### src/rtl/sw_speed_pkg.sv
// Shared constants for the switch front end and the LED blinker: step width,
// the legal tempo steps, and the priority encoder that maps switches to a step.
package sw_speed_pkg;

  localparam int NUM_SW  = 10;
  localparam int SEL_W   = 7;
  localparam int STEP_W  = 7;

  localparam logic [STEP_W-1:0] STEP_X1   = 7'd1;
  localparam logic [STEP_W-1:0] STEP_X2   = 7'd2;
  localparam logic [STEP_W-1:0] STEP_X5   = 7'd5;
  localparam logic [STEP_W-1:0] STEP_X10  = 7'd10;
  localparam logic [STEP_W-1:0] STEP_X20  = 7'd20;
  localparam logic [STEP_W-1:0] STEP_X50  = 7'd50;
  localparam logic [STEP_W-1:0] STEP_X100 = 7'd100;

  typedef struct packed {
    logic              vld;
    logic [STEP_W-1:0] step;
  } step_sel_t;

  // Lowest set switch wins; vld=0 means no switch is selecting a tempo.
  function automatic step_sel_t enc_step(input logic [SEL_W-1:0] sw);
    step_sel_t r;
    r.vld  = 1'b1;
    r.step = STEP_X1;
    if      (sw[0]) r.step = STEP_X1;
    else if (sw[1]) r.step = STEP_X2;
    else if (sw[2]) r.step = STEP_X5;
    else if (sw[3]) r.step = STEP_X10;
    else if (sw[4]) r.step = STEP_X20;
    else if (sw[5]) r.step = STEP_X50;
    else if (sw[6]) r.step = STEP_X100;
    else            r.vld  = 1'b0;
    return r;
  endfunction

endpackage

### src/rtl/sw_speed_sel_debounce.sv
// Single-bit 2-flop synchroniser followed by a hold-time debouncer.
// The stable level only moves after the new level holds for DEBOUNCE_CYCLES edges.
module sw_debounce
  import sw_speed_pkg::*;
#(
  parameter int DEBOUNCE_CYCLES = 1000000,
  parameter int CNT_W           = 20
) (
  input  logic CLOCK_50,
  input  logic rst_n,
  input  logic sw_raw,
  output logic sw_stable
);

  localparam logic [CNT_W-1:0] CNT_LAST = CNT_W'(DEBOUNCE_CYCLES - 1);

  logic             s1, s2;
  logic [CNT_W-1:0] cnt;

  always_ff @(posedge CLOCK_50 or negedge rst_n) begin
    if (!rst_n) begin
      s1 <= 1'b0;
      s2 <= 1'b0;
    end else begin
      s1 <= sw_raw;
      s2 <= s1;
    end
  end

  // Any return to the accepted level restarts the count from zero.
  always_ff @(posedge CLOCK_50 or negedge rst_n) begin
    if (!rst_n) begin
      cnt       <= '0;
      sw_stable <= 1'b0;
    end else if (s2 == sw_stable) begin
      cnt       <= '0;
    end else if (cnt == CNT_LAST) begin
      cnt       <= '0;
      sw_stable <= s2;
    end else begin
      cnt       <= cnt + 1'b1;
    end
  end

endmodule

### src/rtl/sw_speed_sel.sv
// Switch front end for the blinker: debounces all switches, encodes SW[6:0]
// into a registered tempo step and pulses step_chg when the step moves.
module sw_speed_sel
  import sw_speed_pkg::*;
#(
  parameter int DEBOUNCE_CYCLES = 1000000,
  parameter int CNT_W           = 20,
  parameter int DEFAULT_STEP    = 1
) (
  input  logic              CLOCK_50,
  input  logic              rst_n,
  input  logic [NUM_SW-1:0] SW,
  output logic [NUM_SW-1:0] sw_stable,
  output logic [STEP_W-1:0] step,
  output logic              step_chg
);

  step_sel_t enc;
  logic      upd;

  for (genvar i = 0; i < NUM_SW; i++) begin : g_db
    sw_debounce #(
      .DEBOUNCE_CYCLES(DEBOUNCE_CYCLES),
      .CNT_W          (CNT_W)
    ) u_db (
      .CLOCK_50 (CLOCK_50),
      .rst_n    (rst_n),
      .sw_raw   (SW[i]),
      .sw_stable(sw_stable[i])
    );
  end

  // SW[9:7] are reported but deliberately never steer the tempo.
  always_comb begin
    enc = enc_step(sw_stable[SEL_W-1:0]);
    upd = enc.vld && (enc.step != step);
  end

  always_ff @(posedge CLOCK_50 or negedge rst_n) begin
    if (!rst_n) begin
      step     <= STEP_W'(DEFAULT_STEP);
      step_chg <= 1'b0;
    end else begin
      step_chg <= upd;
      if (upd) step <= enc.step;
    end
  end

endmodule

### config.mk
export PLATFORM = sky130hd
export DESIGN_NAME = sw_speed_sel
export DESIGN_NICKNAME = d
export VERILOG_FILES = /design/src/rtl/sw_speed_pkg.sv /design/src/rtl/sw_speed_sel_debounce.sv /design/src/rtl/sw_speed_sel.sv
export SDC_FILE = /design/constraint.sdc
export NUM_CORES = 1
export LEC_CHECK = 0
export CELL_PAD_IN_SITES_DETAIL_PLACEMENT = 1
export CELL_PAD_IN_SITES_GLOBAL_PLACEMENT = 1
export CORE_ASPECT_RATIO = 1.1
export CORE_MARGIN = 5
export CORE_UTILIZATION = 45
export CTS_CLUSTER_SIZE = 25
export DETAILED_ROUTE_END_ITERATION = 16
export HOLD_SLACK_MARGIN = 0.08
export PLACE_DENSITY = 0.72
export SYNTH_ARGS = -nofsm -noshare
export SYNTH_HDL_FRONTEND = slang
export SYNTH_SLANG_ARGS = --single-unit
### constraint.sdc
create_clock -name CLOCK_50 -period 3.8 [get_ports CLOCK_50]
set_input_delay 0.38 -clock CLOCK_50 [delete_from_list [all_inputs] [get_ports CLOCK_50]]
set_output_delay 0.38 -clock CLOCK_50 [all_outputs]
set_load 0.005 [all_outputs]
* Yosys cells after proc, flatten, opt, wreduce, memory -nomap -nowiden *
Index checks and enable logic that the tools add are counted.

word-level totals
  register bits = 238
  input bits = 12

operators by class
  $add $sub $neg = 10
  equal/unequal tests = 21
  muxes and demuxes = 34
  bitwise gates (word level) = 10
  reduce and logical (&&, ||, !) cells = 11

operators with widths
  operator                                                          number
  20-bit two-way mux                                                20
  20-bit by 1-bit adder with 20-bit output (second input constant)  10
  20-bit == test (second input constant)                            10
  7-bit two-way mux                                                 7
  2-bit AND reduction                                               10
  1-bit == test                                                     10
  1-bit inverter                                                    10
  1-bit two-way mux                                                 7
  7-bit inequality test                                             1
  1-bit logical AND                                                 1

* Depth between registers and ports, before layout *
  word-level depth = 9
  depth in mapped cells = 9

* By module *
A second synthesis with hierarchy kept.

unflattened totals
  cell total of the unflattened synthesis = 1143
  area total of the unflattened synthesis = 11716.2 µm²

by module, submodules not included
  module        times used  cells an instance  area an instance (µm²)  sequential area each (µm²)
  sw_debounce   10          108                1114.8                  575.6
  sw_speed_sel  1           63                 568.0                   201.4

* Worst setup path before layout *
Ideal clock, no wire load.

  path type = register to register
  from = register g_db[3].u_db.sw_stable
  to = register step[5]
  library setup time = 129 ps
  data arrival time = 2322 ps
  path slack = 1350 ps
  cell stages (with the launch flop) = 8
  clock period less this slack = 2450 ps
  cells stage by stage = dfrtp_1 buf_2 nor4_1 mux2_2 a211oi_1 a2111oi_4 and4_2 a2111o_1

on the way
  word-level cells in the longest chain between the ends = 6

RTL lines
  element                 RTL line                     text
  from (decl)             sw_speed_sel_debounce.sv:12  output logic sw_stable
  from (signal assigned)  sw_speed_sel_debounce.sv:34  sw_stable <= 1'b0;
  from (signal assigned)  sw_speed_sel_debounce.sv:39  sw_stable <= s2;
  7-bit two-way mux       sw_speed_pkg.sv:30           else if (sw[3]) r.step = STEP_X10;
  7-bit two-way mux       sw_speed_pkg.sv:29           else if (sw[2]) r.step = STEP_X5;
  7-bit two-way mux       sw_speed_pkg.sv:28           else if (sw[1]) r.step = STEP_X2;
  7-bit two-way mux       sw_speed_pkg.sv:27           if (sw[0]) r.step = STEP_X1;
  7-bit inequality test   sw_speed_sel.sv:36           upd = enc.vld && (enc.step != step);
  1-bit logical AND       sw_speed_sel.sv:36
  to (signal assigned)    sw_speed_sel.sv:41           step <= STEP_W'(DEFAULT_STEP);
  to (signal assigned)    sw_speed_sel.sv:45           if (upd) step <= enc.step;
  to (decl)               sw_speed_sel.sv:14           output logic [STEP_W-1:0] step,

Parallel ways exist; a longest one is shown, timed or not.
A chain may end at the register's enable or synchronous reset.

* Final worst setup path *
  from = register g_db[2].u_db.sw_stable
  to = register step[5]

on the way
  word-level cells in the longest chain between the ends = 5

RTL lines
  element                 RTL line
  from (decl)             sw_speed_sel_debounce.sv:12
  from (signal assigned)  sw_speed_sel_debounce.sv:34
  from (signal assigned)  sw_speed_sel_debounce.sv:39
  7-bit two-way mux       sw_speed_pkg.sv:29
  7-bit two-way mux       sw_speed_pkg.sv:28
  7-bit two-way mux       sw_speed_pkg.sv:27
  7-bit inequality test   sw_speed_sel.sv:36
  1-bit logical AND       sw_speed_sel.sv:36

Parallel ways exist; a longest one is shown, timed or not.

==> flow_metrics.py <==
metrics = {
    "outcome": {
        "status": "finished, final reports clean",
    },
    "hold_path": {
        "worst_hold_class": "primary input to flip-flop",
    },
    "sta": {
        "grt_setup_unrepaired": "no",
        "timing.slew.headroom_pct": 46.2,
        "report.final.slew_viol_count": 0,
        "fin_worst_hold_slack_ns": 0.291,
        "fin_crit_ns": 2.72,
        "max_clock_freq_mhz": 367,
        "post-route-period-util_pct": 71.6,
        "setup_viol_count_final": 0,
        "finClkSkew_ns": 0.0224,
        "final.setup.tns_ns": 0,
        "final_hold_viol_count": 0,
        "tightest_slew_ns": 0.808,
        "pnr_worst_setup_slack_ns": 1.08,
    },
    "place": {
        "place_area_mm2": 0.0117,
        "port_buffers": 29,
        "pre_cts_slack_ns": 1.09,
        "dpl.hpwl_um": 15800,
        "place.detailed.instances": 1431,
        "place_congestion": 0.766,
    },
    "pwr": {
        "p_switching_mw": 1.19,
        "maximum_vdd_drop_mv": 0.326,
        "sequentialPowerShare_pct": 47.1,
        "finalPower_mw": 5.53,
        "clockPowerShare_pct": 50.1,
        "power_leakage_nw": 5.35,
        "power.density_cell_area_mw_per_mm2": 438,
        "power_report.internal_total_mw": 4.34,
        "pwr-share-comb_pct": 2.8,
        "p_sw_share_pct": 21.5,
    },
    "detailed_routing": {
        "finalWirelength_um": 23300,
        "detail_route.vias_per_cell": 5.31,
        "wl_per_cell_um": 15.7,
        "final_antenna_net_count": 0,
        "vias": 7860,
        "dr.first_iter.drc_count": 287,
        "drt_first_pass_iters": 4,
        "remaining_drc_errors": 0,
    },
    "die": {
        "floorplan.initialDensity_pct": 45.6,
        "core_region_mm2": 0.0244,
        "io-pin-count": 30,
        "die_y_um": 175,
        "fp-row-count": 60,
        "die_area_mm2": 0.0280,
        "fp.dieW_um": 160,
    },
    "flow_run": {
        "cap_viol_max_count": 0,
    },
    "logic_synthesis": {
        "synthTopCellsByArea": "sky130_fd_sc_hd__dfrtp_1, sky130_fd_sc_hd__nor2_1, sky130_fd_sc_hd__xor2_1",
        "synth_sequential_area_ratio_pct": 53.6,
        "syn-mean-instance-area_um2": 9.90,
        "syn-cell-area_mm2": 0.0111,
        "synth_edf_count": 0,
        "synthesis.nets": 1145,
        "ys_async_sr_fraction_pct": 100,
        "yosys.cell_types.count": 51,
        "synth-main-ff-cell": "sky130_fd_sc_hd__dfrtp_1",
        "synth.yosys.warnings": 0,
        "synth.ff_latch_count": 238,
        "synth_top_cell_area_share_pct": 53.3,
        "yosys.area.top_type": "sky130_fd_sc_hd__dfrtp_1",
        "synth_cells": 1123,
    },
    "global_routing": {
        "grt_antenna_before_repair": 0,
        "wire_length_of_the_first_global_routing_pass_um": 40900,
        "grt_pass1_vias": 8470,
        "total_congestion_overflow_after_global_routing": 0,
        "grt_start_max_net_pins": 103,
        "grtUsageTotal_pct": 17.0,
    },
    "cts": {
        "worst_skew_pair_latency_ns": 0.54,
        "cts.path.max_buffers": 3,
        "ctsResizeCount": 0,
        "clock_tree.htree_level_count": 1,
        "clkSinkCount": 238,
        "cts_tree": "done",
        "clock_tree.root_cell": "sky130_fd_sc_hd__clkbuf_16",
        "clkSlewWorstSetupHoldPaths_ns": 0.06,
        "tritoncts_buffers": 27,
    },
    "setup_path": {
        "criticalPathCategory": "flip-flop to flip-flop",
        "worstSetupEndpointType": "flip-flop",
        "worst-endpoint-arrival_ns": 3.14,
        "crit_path_max_fanout": 11,
        "critPathLaunchType": "flip-flop",
        "crit_required_ns": 4.22,
    },
    "final_layout": {
        "antennaDiodeCount": 0,
        "area_growth_pct": 13.5,
        "finish.cell_count_without_fillers": 1480,
        "drive_above_1_share_pct": 6.84,
        "finished_cell_area_mm2": 0.0126,
        "layout.core_utilization_pct": 51.7,
        "layout.nets": 1173,
    },
}
final cells by class:
type / instances / area [um2]
fillers: 2714 / 11800
flip-flops and latches: 238 / 5960
multi-input cells: 826 / 4880
clock buffers: 35 / 746
well taps: 310 / 388
repair buffers: 37 / 358
clock inverters: 13 / 205
inverters: 21 / 78.8
worst max-delay path, cell delays in order (launching register included):
cell and delay, ns:
sky130_fd_sc_hd__dfrtp_1 0.50, sky130_fd_sc_hd__nor4_1 0.62, sky130_fd_sc_hd__mux2_2 0.41, sky130_fd_sc_hd__a211oi_1 0.39, sky130_fd_sc_hd__a2111oi_4 0.12, sky130_fd_sc_hd__and4_2 0.24
sky130_fd_sc_hd__a2111o_1 0.33
metal layers:
layer / GRT usage, % / vias to the layer above / part of all wire, %
met4: 4.37 / 0 / 1.9
met2: 29.4 / 67 / 49
met5: 0 / - / 0
met3: 2.26 / 39 / 2.3
li1: - / 3799 / -
met1: 22.7 / 3955 / 47
power by group through the flow:
stage	sequential [mW]	combinational [mW]	clock [mW]
after floorplan	2.64	0.0751	0
after global placement	2.65	0.158	0
after detailed placement	2.65	0.163	0
after CTS	2.60	0.165	2.86
after global routing	2.61	0.185	2.98
final	2.60	0.156	2.77
path summary, 6_finish.rpt:
check	start	end	slack, ns	cells after the start
worst max-delay path	g_db[2].u_db.sw_stable	step[5]	1.08	6
worst min-delay path	SW[5]	g_db[5].u_db.s1	0.29	1
worst max register to register	g_db[2].u_db.sw_stable	step[5]	1.08	6
worst min register to register	g_db[7].u_db.s1	g_db[7].u_db.s2	0.34	0
max in group asynchronous	rst_n	g_db[8].u_db.cnt[18]	2.39	3
min in group asynchronous	rst_n	g_db[3].u_db.cnt[1]	0.43	2
state kept, by name, summed over array words and instances, names as in the netlist:
name and flops:
g_db.u_db.cnt 200, g_db.u_db.s1 10, g_db.u_db.s2 10, g_db.u_db.sw_stable 10, step 7, step_chg 1
cells by family (layout without fill, tap and decap cells):
group,after synthesis,in the layout,synth area share (%)
AO/OA/AOI/OAI,37,37,2.31
XOR/XNOR,184,184,14.5
adder cells (fa/ha/maj),10,10,1.13
buffers and inverters,59,106,2.50
flip-flops,238,238,53.6
multiplexers,11,11,1.10
AND/OR/NAND/NOR,584,584,24.9
synthesized netlist by cell type (12+ instances only):
cell	instances
sky130_fd_sc_hd__xor2_1	99
sky130_fd_sc_hd__clkbuf_1	22
sky130_fd_sc_hd__inv_1	21
sky130_fd_sc_hd__nand2_1	79
sky130_fd_sc_hd__nand4_1	33
sky130_fd_sc_hd__nor2_1	257
sky130_fd_sc_hd__nor3_1	19
sky130_fd_sc_hd__and3_1	26
sky130_fd_sc_hd__nand3_1	84
sky130_fd_sc_hd__dfrtp_1	237
sky130_fd_sc_hd__nor4_1	21
sky130_fd_sc_hd__xnor2_1	85
sky130_fd_sc_hd__o21ai_0	12
placed cells by master (no fill, tap or decap), types with 4 or more instances in the layout:
cell                              count
sky130_fd_sc_hd__a21oi_1              9
sky130_fd_sc_hd__and3_1              26
sky130_fd_sc_hd__and4_1              10
sky130_fd_sc_hd__buf_4                7
sky130_fd_sc_hd__bufinv_16            5
sky130_fd_sc_hd__clkbuf_1             4
sky130_fd_sc_hd__clkbuf_16           27
sky130_fd_sc_hd__clkbuf_8             4
sky130_fd_sc_hd__clkdlybuf4s50_1     28
sky130_fd_sc_hd__dfrtp_1            237
sky130_fd_sc_hd__ha_1                10
sky130_fd_sc_hd__inv_1               21
sky130_fd_sc_hd__mux2_2              10
sky130_fd_sc_hd__nand2_1             79
sky130_fd_sc_hd__nand2b_1             4
sky130_fd_sc_hd__nand3_1             84
sky130_fd_sc_hd__nand3b_1             5
sky130_fd_sc_hd__nand4_1             33
sky130_fd_sc_hd__nor2_1             257
sky130_fd_sc_hd__nor3_1              19
sky130_fd_sc_hd__nor4_1              21
sky130_fd_sc_hd__nor4b_1              9
sky130_fd_sc_hd__nor4bb_1             4
sky130_fd_sc_hd__o21ai_0             11
sky130_fd_sc_hd__or2_2               11
sky130_fd_sc_hd__or3_1               10
sky130_fd_sc_hd__xnor2_1             85
sky130_fd_sc_hd__xor2_1              99
timing repair:
action	in CTS	in global routing
hold endpoints to repair	96	0
hold buffers	1	0
buffers inserted	0	0
Note: power is estimated with default switching activity, not from simulation.
